**src/rtl/pipe_ctrl_pkg.sv**
```systemverilog
// Shared encodings for the pipeline controller: control-register map,
// MEM-stage control ops, exception codes, execution modes and FSM states.
package pipe_ctrl_pkg;

    localparam logic [4:0] CREG_STATUS     = 5'd0;
    localparam logic [4:0] CREG_PRE_STATUS = 5'd1;
    localparam logic [4:0] CREG_INT_MASK   = 5'd2;
    localparam logic [4:0] CREG_EXP_VECTOR = 5'd3;
    localparam logic [4:0] CREG_CAUSE      = 5'd4;
    localparam logic [4:0] CREG_EPC        = 5'd5;

    typedef enum logic [1:0] {
        CTRL_OP_NOP  = 2'd0,
        CTRL_OP_WRCR = 2'd1,
        CTRL_OP_EXRT = 2'd2
    } ctrl_op_e;

    typedef enum logic [2:0] {
        ISA_EXP_NO_EXP     = 3'd0,
        ISA_EXP_EXT_INT    = 3'd1,
        ISA_EXP_UNDEF_INSN = 3'd2,
        ISA_EXP_OVERFLOW   = 3'd3,
        ISA_EXP_MISS_ALIGN = 3'd4,
        ISA_EXP_TRAP       = 3'd5,
        ISA_EXP_PRV_VIO    = 3'd6
    } isa_exp_e;

    localparam logic MODE_KERNEL = 1'b0;
    localparam logic MODE_USER   = 1'b1;

    typedef enum logic {
        ST_IDLE     = 1'b0,
        ST_REDIRECT = 1'b1
    } state_e;

    // A delay-slot instruction must restart at its branch, one word earlier.
    function automatic logic [29:0] epc_of(input logic [29:0] pc, input logic br_flag);
        return br_flag ? (pc - 30'd1) : pc;
    endfunction

endpackage

```
**src/rtl/pipe_ctrl_creg.sv**
```systemverilog
// Control-register file: combinational read mux, WRCR write decode and the
// exception / exception-return updates of STATUS, PRE_STATUS, CAUSE and EPC.
module pipe_ctrl_creg
    import pipe_ctrl_pkg::*;
#(
    parameter int IRQ_W = 8
) (
    input  logic             clk,
    input  logic             reset,
    input  logic [4:0]       rd_addr_i,
    output logic [31:0]      rd_data_o,
    input  logic             wr_en_i,
    input  logic [4:0]       wr_addr_i,
    input  logic [31:0]      wr_data_i,
    input  logic             exc_i,
    input  logic [2:0]       exc_code_i,
    input  logic             exc_br_flag_i,
    input  logic [29:0]      exc_pc_i,
    input  logic             exrt_i,
    output logic             int_en_o,
    output logic             mode_o,
    output logic [IRQ_W-1:0] int_mask_o,
    output logic [29:0]      exp_vector_o,
    output logic [29:0]      epc_o
);

    logic [1:0]       status_q,     status_d;
    logic [1:0]       pre_status_q, pre_status_d;
    logic [IRQ_W-1:0] int_mask_q,   int_mask_d;
    logic [29:0]      exp_vector_q, exp_vector_d;
    logic [3:0]       cause_q,      cause_d;
    logic [29:0]      epc_q,        epc_d;

    always_comb begin
        rd_data_o = '0;
        case (rd_addr_i)
            CREG_STATUS:     rd_data_o[1:0]       = status_q;
            CREG_PRE_STATUS: rd_data_o[1:0]       = pre_status_q;
            CREG_INT_MASK:   rd_data_o[IRQ_W-1:0] = int_mask_q;
            CREG_EXP_VECTOR: rd_data_o[29:0]      = exp_vector_q;
            CREG_CAUSE:      rd_data_o[3:0]       = cause_q;
            CREG_EPC:        rd_data_o[29:0]      = epc_q;
            default:         rd_data_o            = '0;
        endcase
    end

    always_comb begin
        status_d     = status_q;
        pre_status_d = pre_status_q;
        int_mask_d   = int_mask_q;
        exp_vector_d = exp_vector_q;
        cause_d      = cause_q;
        epc_d        = epc_q;
        // The caller guarantees exc_i, exrt_i and wr_en_i are mutually exclusive.
        if (exc_i) begin
            cause_d      = {exc_br_flag_i, exc_code_i};
            epc_d        = epc_of(exc_pc_i, exc_br_flag_i);
            pre_status_d = status_q;
            status_d     = {1'b0, MODE_KERNEL};
        end else if (exrt_i) begin
            status_d = pre_status_q;
        end else if (wr_en_i) begin
            case (wr_addr_i)
                CREG_STATUS:     status_d     = wr_data_i[1:0];
                CREG_PRE_STATUS: pre_status_d = wr_data_i[1:0];
                CREG_INT_MASK:   int_mask_d   = wr_data_i[IRQ_W-1:0];
                CREG_EXP_VECTOR: exp_vector_d = wr_data_i[29:0];
                CREG_CAUSE:      cause_d      = wr_data_i[3:0];
                CREG_EPC:        epc_d        = wr_data_i[29:0];
                default: ;
            endcase
        end
    end

    always_ff @(posedge clk) begin
        if (reset) begin
            status_q     <= '0;
            pre_status_q <= '0;
            int_mask_q   <= '0;
            exp_vector_q <= '0;
            cause_q      <= '0;
            epc_q        <= '0;
        end else begin
            status_q     <= status_d;
            pre_status_q <= pre_status_d;
            int_mask_q   <= int_mask_d;
            exp_vector_q <= exp_vector_d;
            cause_q      <= cause_d;
            epc_q        <= epc_d;
        end
    end

    assign int_en_o     = status_q[1];
    assign mode_o       = status_q[0];
    assign int_mask_o   = int_mask_q;
    assign exp_vector_o = exp_vector_q;
    assign epc_o        = epc_q;

endmodule

```
**src/rtl/pipe_ctrl.sv**
```systemverilog
// Pipeline sequencing controller: stage stall/flush generation, external
// interrupt detect and the IDLE/REDIRECT sequencer around exceptions.
module pipe_ctrl
    import pipe_ctrl_pkg::*;
#(
    parameter int IRQ_W = 8
) (
    input  logic             clk,
    input  logic             reset,
    input  logic [IRQ_W-1:0] irq,
    input  logic             if_busy,
    input  logic             mem_busy,
    input  logic             ld_hazard,
    input  logic [4:0]       creg_rd_addr,
    output logic [31:0]      creg_rd_data,
    input  logic [29:0]      mem_pc,
    input  logic             mem_en,
    input  logic             mem_br_flag,
    input  logic [1:0]       mem_ctrl_op,
    input  logic [4:0]       mem_dst_addr,
    input  logic [31:0]      mem_out,
    input  logic [2:0]       mem_exp_code,
    output logic             if_stall,
    output logic             id_stall,
    output logic             ex_stall,
    output logic             mem_stall,
    output logic             if_flush,
    output logic             id_flush,
    output logic             ex_flush,
    output logic             mem_flush,
    output logic             int_detect,
    output logic [29:0]      new_pc,
    output logic             exe_mode
);

    state_e           state_q, state_d;
    logic             busy;
    logic             take_exc;
    logic             take_exrt;
    logic             take_wrcr;
    logic             int_en;
    logic [IRQ_W-1:0] int_mask;
    logic [29:0]      exp_vector;
    logic [29:0]      epc;

    assign busy      = if_busy | mem_busy;
    assign take_exc  = !busy && mem_en && (mem_exp_code != ISA_EXP_NO_EXP);
    assign take_exrt = !busy && mem_en && !take_exc && (mem_ctrl_op == CTRL_OP_EXRT);
    assign take_wrcr = !busy && mem_en && !take_exc && (mem_ctrl_op == CTRL_OP_WRCR);

    pipe_ctrl_creg #(.IRQ_W(IRQ_W)) u_creg (
        .clk           (clk),
        .reset         (reset),
        .rd_addr_i     (creg_rd_addr),
        .rd_data_o     (creg_rd_data),
        .wr_en_i       (take_wrcr),
        .wr_addr_i     (mem_dst_addr),
        .wr_data_i     (mem_out),
        .exc_i         (take_exc),
        .exc_code_i    (mem_exp_code),
        .exc_br_flag_i (mem_br_flag),
        .exc_pc_i      (mem_pc),
        .exrt_i        (take_exrt),
        .int_en_o      (int_en),
        .mode_o        (exe_mode),
        .int_mask_o    (int_mask),
        .exp_vector_o  (exp_vector),
        .epc_o         (epc)
    );

    always_comb begin
        if_stall  = 1'b0;
        id_stall  = 1'b0;
        ex_stall  = 1'b0;
        mem_stall = 1'b0;
        if_flush  = 1'b0;
        id_flush  = 1'b0;
        ex_flush  = 1'b0;
        mem_flush = 1'b0;
        new_pc    = '0;
        if (busy) begin
            if_stall  = 1'b1;
            id_stall  = 1'b1;
            ex_stall  = 1'b1;
            mem_stall = 1'b1;
        end else begin
            if (ld_hazard) begin
                if_stall = 1'b1;
                id_stall = 1'b1;
                id_flush = 1'b1;
            end
            if (take_exc || take_exrt) begin
                if_flush  = 1'b1;
                id_flush  = 1'b1;
                ex_flush  = 1'b1;
                mem_flush = 1'b1;
                new_pc    = take_exc ? exp_vector : epc;
            end
        end
    end

    always_comb begin
        state_d    = (take_exc || take_exrt) ? ST_REDIRECT : ST_IDLE;
        int_detect = int_en && (|(irq & int_mask)) && !busy
                     && (state_q == ST_IDLE) && !(take_exc || take_exrt);
    end

    always_ff @(posedge clk) begin
        if (reset) state_q <= ST_IDLE;
        else       state_q <= state_d;
    end

endmodule

```
**config.mk**
```make
export PLATFORM = sky130hd
export DESIGN_NAME = pipe_ctrl
export DESIGN_NICKNAME = d
export VERILOG_FILES = /design/src/rtl/pipe_ctrl_pkg.sv /design/src/rtl/pipe_ctrl_creg.sv /design/src/rtl/pipe_ctrl.sv
export SDC_FILE = /design/constraint.sdc
export NUM_CORES = 1
export LEC_CHECK = 0
export ABC_AREA = 0
export CORE_MARGIN = 2
export CORE_UTILIZATION = 50
export DETAILED_ROUTE_END_ITERATION = 12
export HOLD_SLACK_MARGIN = 0.06
export PLACE_DENSITY = 0.87
export REMOVE_ABC_BUFFERS = 1
export SYNTH_ARGS = -nofsm -noshare
export SYNTH_HDL_FRONTEND = slang
export SYNTH_SLANG_ARGS = --single-unit
```
**constraint.sdc**
```tcl
create_clock -name clk -period 7.49 [get_ports clk]
set_input_delay 1.498 -clock clk [delete_from_list [all_inputs] [get_ports clk]]
set_output_delay 1.498 -clock clk [all_outputs]
set_load 0.05 [all_outputs]
```
**Word level (Yosys, flattened, before mapping)**

Index checks and enable logic that the tools add are counted.

- Logic and storage cells: 86
- Bits of input ports: 92
- Register bits after elaboration: 77

- Muxes and demuxes: 30
- Bitwise logic cells: 5
- $add $sub $neg: 1
- Reductions and logical operators: 30
- Equal/unequal tests: 13

Operator list:

| cell | number |
|---|---|
| $mux W30 | 8 |
| $pmux W22 S2 | 1 |
| $sub A30 B1 Y30 const B | 1 |
| $eq A5 B2 Y1 const B | 4 |
| $eq A5 B3 Y1 const B | 4 |
| $mux W4 | 4 |
| $mux W2 | 7 |
| $pmux W2 S6 | 1 |
| $pmux W4 S3 | 1 |
| $reduce_bool A2 Y1 | 6 |
| $eq A5 B1 Y1 const B | 2 |
| $logic_not A5 Y1 | 2 |
| $logic_and A1 B1 Y1 | 9 |
| $reduce_and A3 Y1 | 3 |
| $and A8 B8 Y8 | 1 |
| $pmux W2 S4 | 1 |
| $reduce_and A4 Y1 | 2 |
| $reduce_or A8 Y1 | 1 |
| $mux W1 | 7 |
| $logic_not A1 Y1 | 3 |
| $not A1 Y1 | 3 |
| $reduce_bool A3 Y1 | 1 |
| $eq A2 B1 Y1 const B | 1 |
| $eq A2 B2 Y1 const B | 1 |
| 5 further kinds | 5 |

**Longest topological paths before layout**

- Word-level depth: 10
- Depth in mapped cells: 8

**Modules after synthesis**

Synthesis repeated with hierarchy kept, for this count alone.

- Cells, all modules: 563
- Area total of the unflattened synthesis: 4672.0 um2

Modules (own cells, without submodules):

| module | cells an instance | area each (um2) | instances |
|---|---|---|---|
| pipe_ctrl_creg | 504 | 4159.0 | 1 |
| pipe_ctrl | 59 | 513.0 | 1 |

**Worst setup path after synthesis**

No wires, ideal clock.

- Path type: input -> output
- From: input mem_busy
- To: output int_detect
- Cell stages on the path: 4
- Arrival time: 3.463 ns
- Path buffers: 1
- Setup slack: 2.529 ns
- Data required time: 5.992 ns
- Cell sequence: or3b_1 -> clkbuf_1 -> a21oi_1 -> nor2_1

- Longest elaborated chain between the ends: 10
- Elaborated cells between the ends (all ways): 12
- Classes of those cells: bitwise (1); reduce/logical (11)

RTL lines:

| item | RTL line | text |
|---|---|---|
| start: declaration | pipe_ctrl.sv:12 | `input logic mem_busy,` |
| $or A1 B1 Y1 * | pipe_ctrl.sv:46 | `assign busy = if_busy \| mem_busy;` |
| $logic_not A1 Y1 * | pipe_ctrl.sv:47, pipe_ctrl.sv:48, pipe_ctrl.sv:104 |  |
| $logic_and A1 B1 Y1 | pipe_ctrl.sv:47, pipe_ctrl.sv:48 |  |
| $logic_and A1 B1 Y1 | pipe_ctrl.sv:47 | `assign take_exc = !busy && mem_en && (mem_exp_code != ISA_EXP_NO_EXP);` |
| $logic_not A1 Y1 | pipe_ctrl.sv:48 | `assign take_exrt = !busy && mem_en && !take_exc && (mem_ctrl_op == CTRL_OP_EXRT);` |
| $logic_and A1 B1 Y1 (2 in a row) | pipe_ctrl.sv:48 |  |
| $logic_or A1 B1 Y1 | pipe_ctrl.sv:105 | `&& (state_q == ST_IDLE) && !(take_exc \|\| take_exrt);` |
| $logic_not A1 Y1 | pipe_ctrl.sv:105 |  |
| $logic_and A1 B1 Y1 * | pipe_ctrl.sv:105 |  |
| end: declaration | pipe_ctrl.sv:31 | `output logic int_detect,` |

Every way passes the cells marked *; elsewhere a longest branch is shown, timed or not.

**Final worst setup path**

- From: input creg_rd_addr[4]
- To: output creg_rd_data[15]

- Longest elaborated chain between the ends: 2
- Elaborated cells between the ends (all ways): 3
- Classes of those cells: eq/ne (2); mux (1)

RTL lines:

| item | RTL line | text |
|---|---|---|
| start: declaration | pipe_ctrl.sv:14 | `input logic [4:0] creg_rd_addr,` |
| $eq A5 B3 Y1 or $eq A5 B2 Y1 (tied branches) | pipe_ctrl_creg.sv:36 | `case (rd_addr_i)` |
| $pmux W22 S2 * | pipe_ctrl_creg.sv:36 |  |
| end: declaration | pipe_ctrl.sv:15 | `output logic [31:0] creg_rd_data,` |

Marks and branches as above.

==> flow_summary.html <==
<table>
<tr><th>Metric</th><th>Value</th></tr>
<tr><th colspan="2">Timing</th></tr>
<tr><td>Skew final</td><td>0.0002038 ns</td></tr>
<tr><td>Timing-limited maximum frequency</td><td>166.7 MHz</td></tr>
<tr><td>Unrepaired setup endpoints after global routing</td><td>no</td></tr>
<tr><td>Sum of negative setup slack</td><td>0 ns</td></tr>
<tr><td>Part of the cycle the worst path needs</td><td>80.10%</td></tr>
<tr><td>Final hold vios</td><td>0</td></tr>
<tr><td>Final min period</td><td>6.000 ns</td></tr>
<tr><td>Measured slew at the worst slew-check pin</td><td>0.9878 ns</td></tr>
<tr><td>Number of max-slew violations in the final report</td><td>0</td></tr>
<tr><td>Count of final setup violators</td><td>0</td></tr>
<tr><td>Headroom to the max-slew limit</td><td>33.59%</td></tr>
<tr><th colspan="2">Die</th></tr>
<tr><td>Placeable core area</td><td>0.009196 mm2</td></tr>
<tr><td>Number of primary I/O pins</td><td>164</td></tr>
<tr><td>Vert. Die Dim</td><td>101.0 um</td></tr>
<tr><td>Starting density of the core</td><td>51.13%</td></tr>
<tr><td>Die ar.</td><td>0.01020 mm2</td></tr>
<tr><td>Row count</td><td>35</td></tr>
<tr><td>Die X</td><td>101.0 um</td></tr>
<tr><th colspan="2">Clock network</th></tr>
<tr><td>CTS tree</td><td>yes</td></tr>
<tr><td>Number of buffers between clock root and the deepest sink</td><td>2</td></tr>
<tr><td>H-tree level count</td><td>3</td></tr>
<tr><td>Worst-skew pair later-pin latency</td><td>0.35 ns</td></tr>
<tr><td>Total setup buffers inserted after CTS</td><td>0</td></tr>
<tr><td>Post-cts resize count</td><td>0</td></tr>
<tr><td>Clock slew at reported path FFs</td><td>0.07 ns</td></tr>
<tr><td>Number of clock sinks seen by CTS</td><td>77</td></tr>
<tr><td>Cell at the root of the clock tree</td><td>sky130_fd_sc_hd__clkbuf_8</td></tr>
<tr><td>Cts bufs inserted</td><td>9</td></tr>
<tr><td>CTS Hold Bufs</td><td>0</td></tr>
<tr><th colspan="2">Route</th></tr>
<tr><td>Via/cell ratio</td><td>6.145</td></tr>
<tr><td>First drt pass iteration count</td><td>5</td></tr>
<tr><td>Antenna Violating Nets Remaining</td><td>0</td></tr>
<tr><td>Wire length reported by the detailed router</td><td>15.03 mm</td></tr>
<tr><td>Remaining DRCs</td><td>0</td></tr>
<tr><td>Initial drt markers</td><td>286</td></tr>
<tr><td>Via Count</td><td>5033</td></tr>
<tr><td>Post-detailed-route wirelength per cell</td><td>18.35 um</td></tr>
<tr><th colspan="2">Worst setup path</th></tr>
<tr><td>Highest-delay cell along the critical path</td><td>sky130_fd_sc_hd__and3_1</td></tr>
<tr><td>Stage delay of the slowest cell on the critical path</td><td>0.89 ns</td></tr>
<tr><td>Cells along the critical path</td><td>clkdlybuf4s50_1 -&gt; nor3_1 -&gt; and3_1 -&gt; a22o_1 -&gt; clkdlybuf4s50_1</td></tr>
<tr><td>Cell type with the highest occurrence count on the critical path</td><td>sky130_fd_sc_hd__clkdlybuf4s50_1</td></tr>
<tr><td>Setup Crit Path Kind</td><td>input pin to primary output</td></tr>
<tr><td>Maximum fanout count along the critical path</td><td>22</td></tr>
<tr><td>Type of element capturing the critical path</td><td>primary output</td></tr>
<tr><td>Data required, critical path</td><td>5.99 ns</td></tr>
<tr><td>Reg-to-reg setup timing slack</td><td>6.50 ns</td></tr>
<tr><td>Kind of start point of the critical path</td><td>input pin</td></tr>
<tr><td>Data arrival, critical path</td><td>4.50 ns</td></tr>
<tr><th colspan="2">GRT</th></tr>
<tr><td>Wire length of the first global-routing pass</td><td>23.78 mm</td></tr>
<tr><td>Initial antenna violation count</td><td>0</td></tr>
<tr><td>Number of global-route vias before repair</td><td>4920</td></tr>
<tr><td>Pin count of the biggest net entering global routing</td><td>78</td></tr>
<tr><td>Congestion Overflow GR</td><td>0</td></tr>
<tr><td>GRT Util Overall</td><td>29.26%</td></tr>
<tr><th colspan="2">Yosys</th></tr>
<tr><td>Most area-hungry cell type in the Yosys netlist</td><td>sky130_fd_sc_hd__dfxtp_1</td></tr>
<tr><td>Most frequently used flop master after synthesis</td><td>sky130_fd_sc_hd__dfxtp_1</td></tr>
<tr><td>Synth cell types</td><td>59</td></tr>
<tr><td>Synthesized netlist cell count</td><td>579</td></tr>
<tr><td>Per-instance average area after synthesis</td><td>8.121 um2</td></tr>
<tr><td>Share of synthesized area occupied by flip-flops and latches</td><td>32.78%</td></tr>
<tr><td>Synth Register Bits</td><td>77</td></tr>
<tr><td>Synth top area share</td><td>32.78%</td></tr>
<tr><td>Total standard cell area after synthesis</td><td>0.004702 mm2</td></tr>
<tr><td>Yosys warns</td><td>0</td></tr>
<tr><td>Largest cells by area after synthesis</td><td>sky130_fd_sc_hd__dfxtp_1 33%, sky130_fd_sc_hd__a22o_1 11%, sky130_fd_sc_hd__nand2_1 7.0%, sky130_fd_sc_hd__a211oi_1 4.9%, sky130_fd_sc_hd__a21oi_1 4.5%</td></tr>
<tr><td>Fraction of registers with async set or reset after synthesis</td><td>0%</td></tr>
<tr><td>EDFF count, synth</td><td>0</td></tr>
<tr><th colspan="2">Placed design</th></tr>
<tr><td>HPWL after DPL</td><td>10.45 mm</td></tr>
<tr><td>Count of port buffers added during placement</td><td>159</td></tr>
<tr><td>Global placement routability congestion</td><td>0.9345</td></tr>
<tr><th colspan="2">Final layout</th></tr>
<tr><td>Fill cell instance count of the final layout</td><td>714</td></tr>
<tr><td>Ratio of cells with drive above 1 in the final layout</td><td>6.780%</td></tr>
<tr><td>Final #Nets</td><td>796</td></tr>
<tr><td>Final antenna diode count</td><td>0</td></tr>
<tr><td>Layout Area Growth over Synthesis</td><td>37.71%</td></tr>
<tr><td>Multi-input combinational cell area</td><td>0.002890 mm2</td></tr>
<tr><td>Area used by sequential logic in the layout</td><td>0.001541 mm2</td></tr>
<tr><th colspan="2">Job</th></tr>
<tr><td>Max-cap viol count</td><td>0</td></tr>
<tr><th colspan="2">Outcome</th></tr>
<tr><td>Result of the run</td><td>finished, final reports clean</td></tr>
<tr><th colspan="2">Power and ir drop</th></tr>
<tr><td>Standby leakage power</td><td>0.002135 uW</td></tr>
<tr><td>Ratio of total power to cell area</td><td>144.4 mW/mm2</td></tr>
<tr><td>Max rail drop VDD</td><td>0.08997 mV</td></tr>
<tr><td>Power consumption</td><td>934.8 uW</td></tr>
<tr><th colspan="2">Hold path</th></tr>
<tr><td>Type of the most critical hold path</td><td>register to register</td></tr>
</table>
-- worst paths after layout --
path,depth (start not counted),startpoint,to
max reg2reg,3,u_creg.epc_o[25],u_creg.epc_o[25]
min reg2reg,2,u_creg.exp_vector_o[17],u_creg.exp_vector_o[17]
max,5,creg_rd_addr[4],creg_rd_data[15]
min,2,u_creg.exp_vector_o[17],u_creg.exp_vector_o[17]
-- synth_stat cells (all sizes together), types with 13 or more instances --
master,instances
a21oi,42
nor3,13
a211oi,31
nor2b,17
a311oi,13
nand2,89
a22o,60
buf,17
clkbuf,36
xor2,17
dfxtp,77
nor2,44
-- critical path: cells and delay by family --
| kind | cells | cell delay [ns] |
|---|---|---|
| AOI/OAI and AO/OA | 1 | 0.32 |
| buffers and inverters | 2 | 1.25 |
| and+or+nand+nor | 2 | 1.42 |
-- where the power goes --
group,internal (uW),switching [uW],total (uW)
clock,206,153,359
sequential,419,7.16,426
combinational,72.5,77.1,150
total,698,237,935
-- layout make-up --
class,count,share of cell area [%]
multi-input combinational,443,44.64
timing repair buffer,167,25.62
sequential,77,23.81
clock buffer,13,2.454
tap,111,2.145
clock inverter,3,1.043
inverter,5,0.2899
-- metal layers --
layer / share of wire [%] / GRT usage [%]
met1: 41 / 36.48
met3: 5.5 / 4.924
met2: 50 / 48.62
met4: 3.9 / 14.76
met5: 0 / 0.5128
-- placed cells by master, fill, tap and decap left out, drive strengths merged, types with 11 or more instances in the layout --
cell type,instances
a22o,60
nor2,44
nor3,13
nor2b,17
a211oi,31
a311oi,13
mux2i,11
xor2,17
clkdlybuf4s50,158
a21oi,42
a22oi,11
dfxtp,77
nand2,89
clkbuf,13
-- through the flow --
stage	hold WS [ns]	setup slack (ns)	std cells	util, %	instance area [um2]
final	0.4694	1.490	819	70.41	6475
after global routing	0.4917	1.356	819	70.41	6475
after CTS	0.4691	1.471	819	70.41	6475
after detailed placement	0.4587	1.462	803	67.95	6248
after global placement	0.4513	1.566	803	67.95	6248
after floorplan	0.4388	0.8716	525	-	4425
-- state kept, by name, indices dropped and copies added, names as in the netlist --
register / count
u_creg.pre_status_q: 2
u_creg.int_mask_o: 8
u_creg.status_q: 2
u_creg.cause_q: 4
u_creg.epc_o: 30
state_q: 1
u_creg.exp_vector_o: 30
-- kinds of logic (layout without fill, tap and decap cells) --
family          Yosys count  after routing  share of synthesized area, %
compound gates          176            176                         27.81
xor+xnor                 25             25                         4.657
fa+ha+maj                 1              1                        0.2661
buf+inv                  60            188                         6.360
flops                    77             77                         32.78
mux                      15             15                         3.300
other cells               1              2                       0.07975
simple gates            224            224                         24.75
No activity file was read; power rests on OpenSTA's default activity.
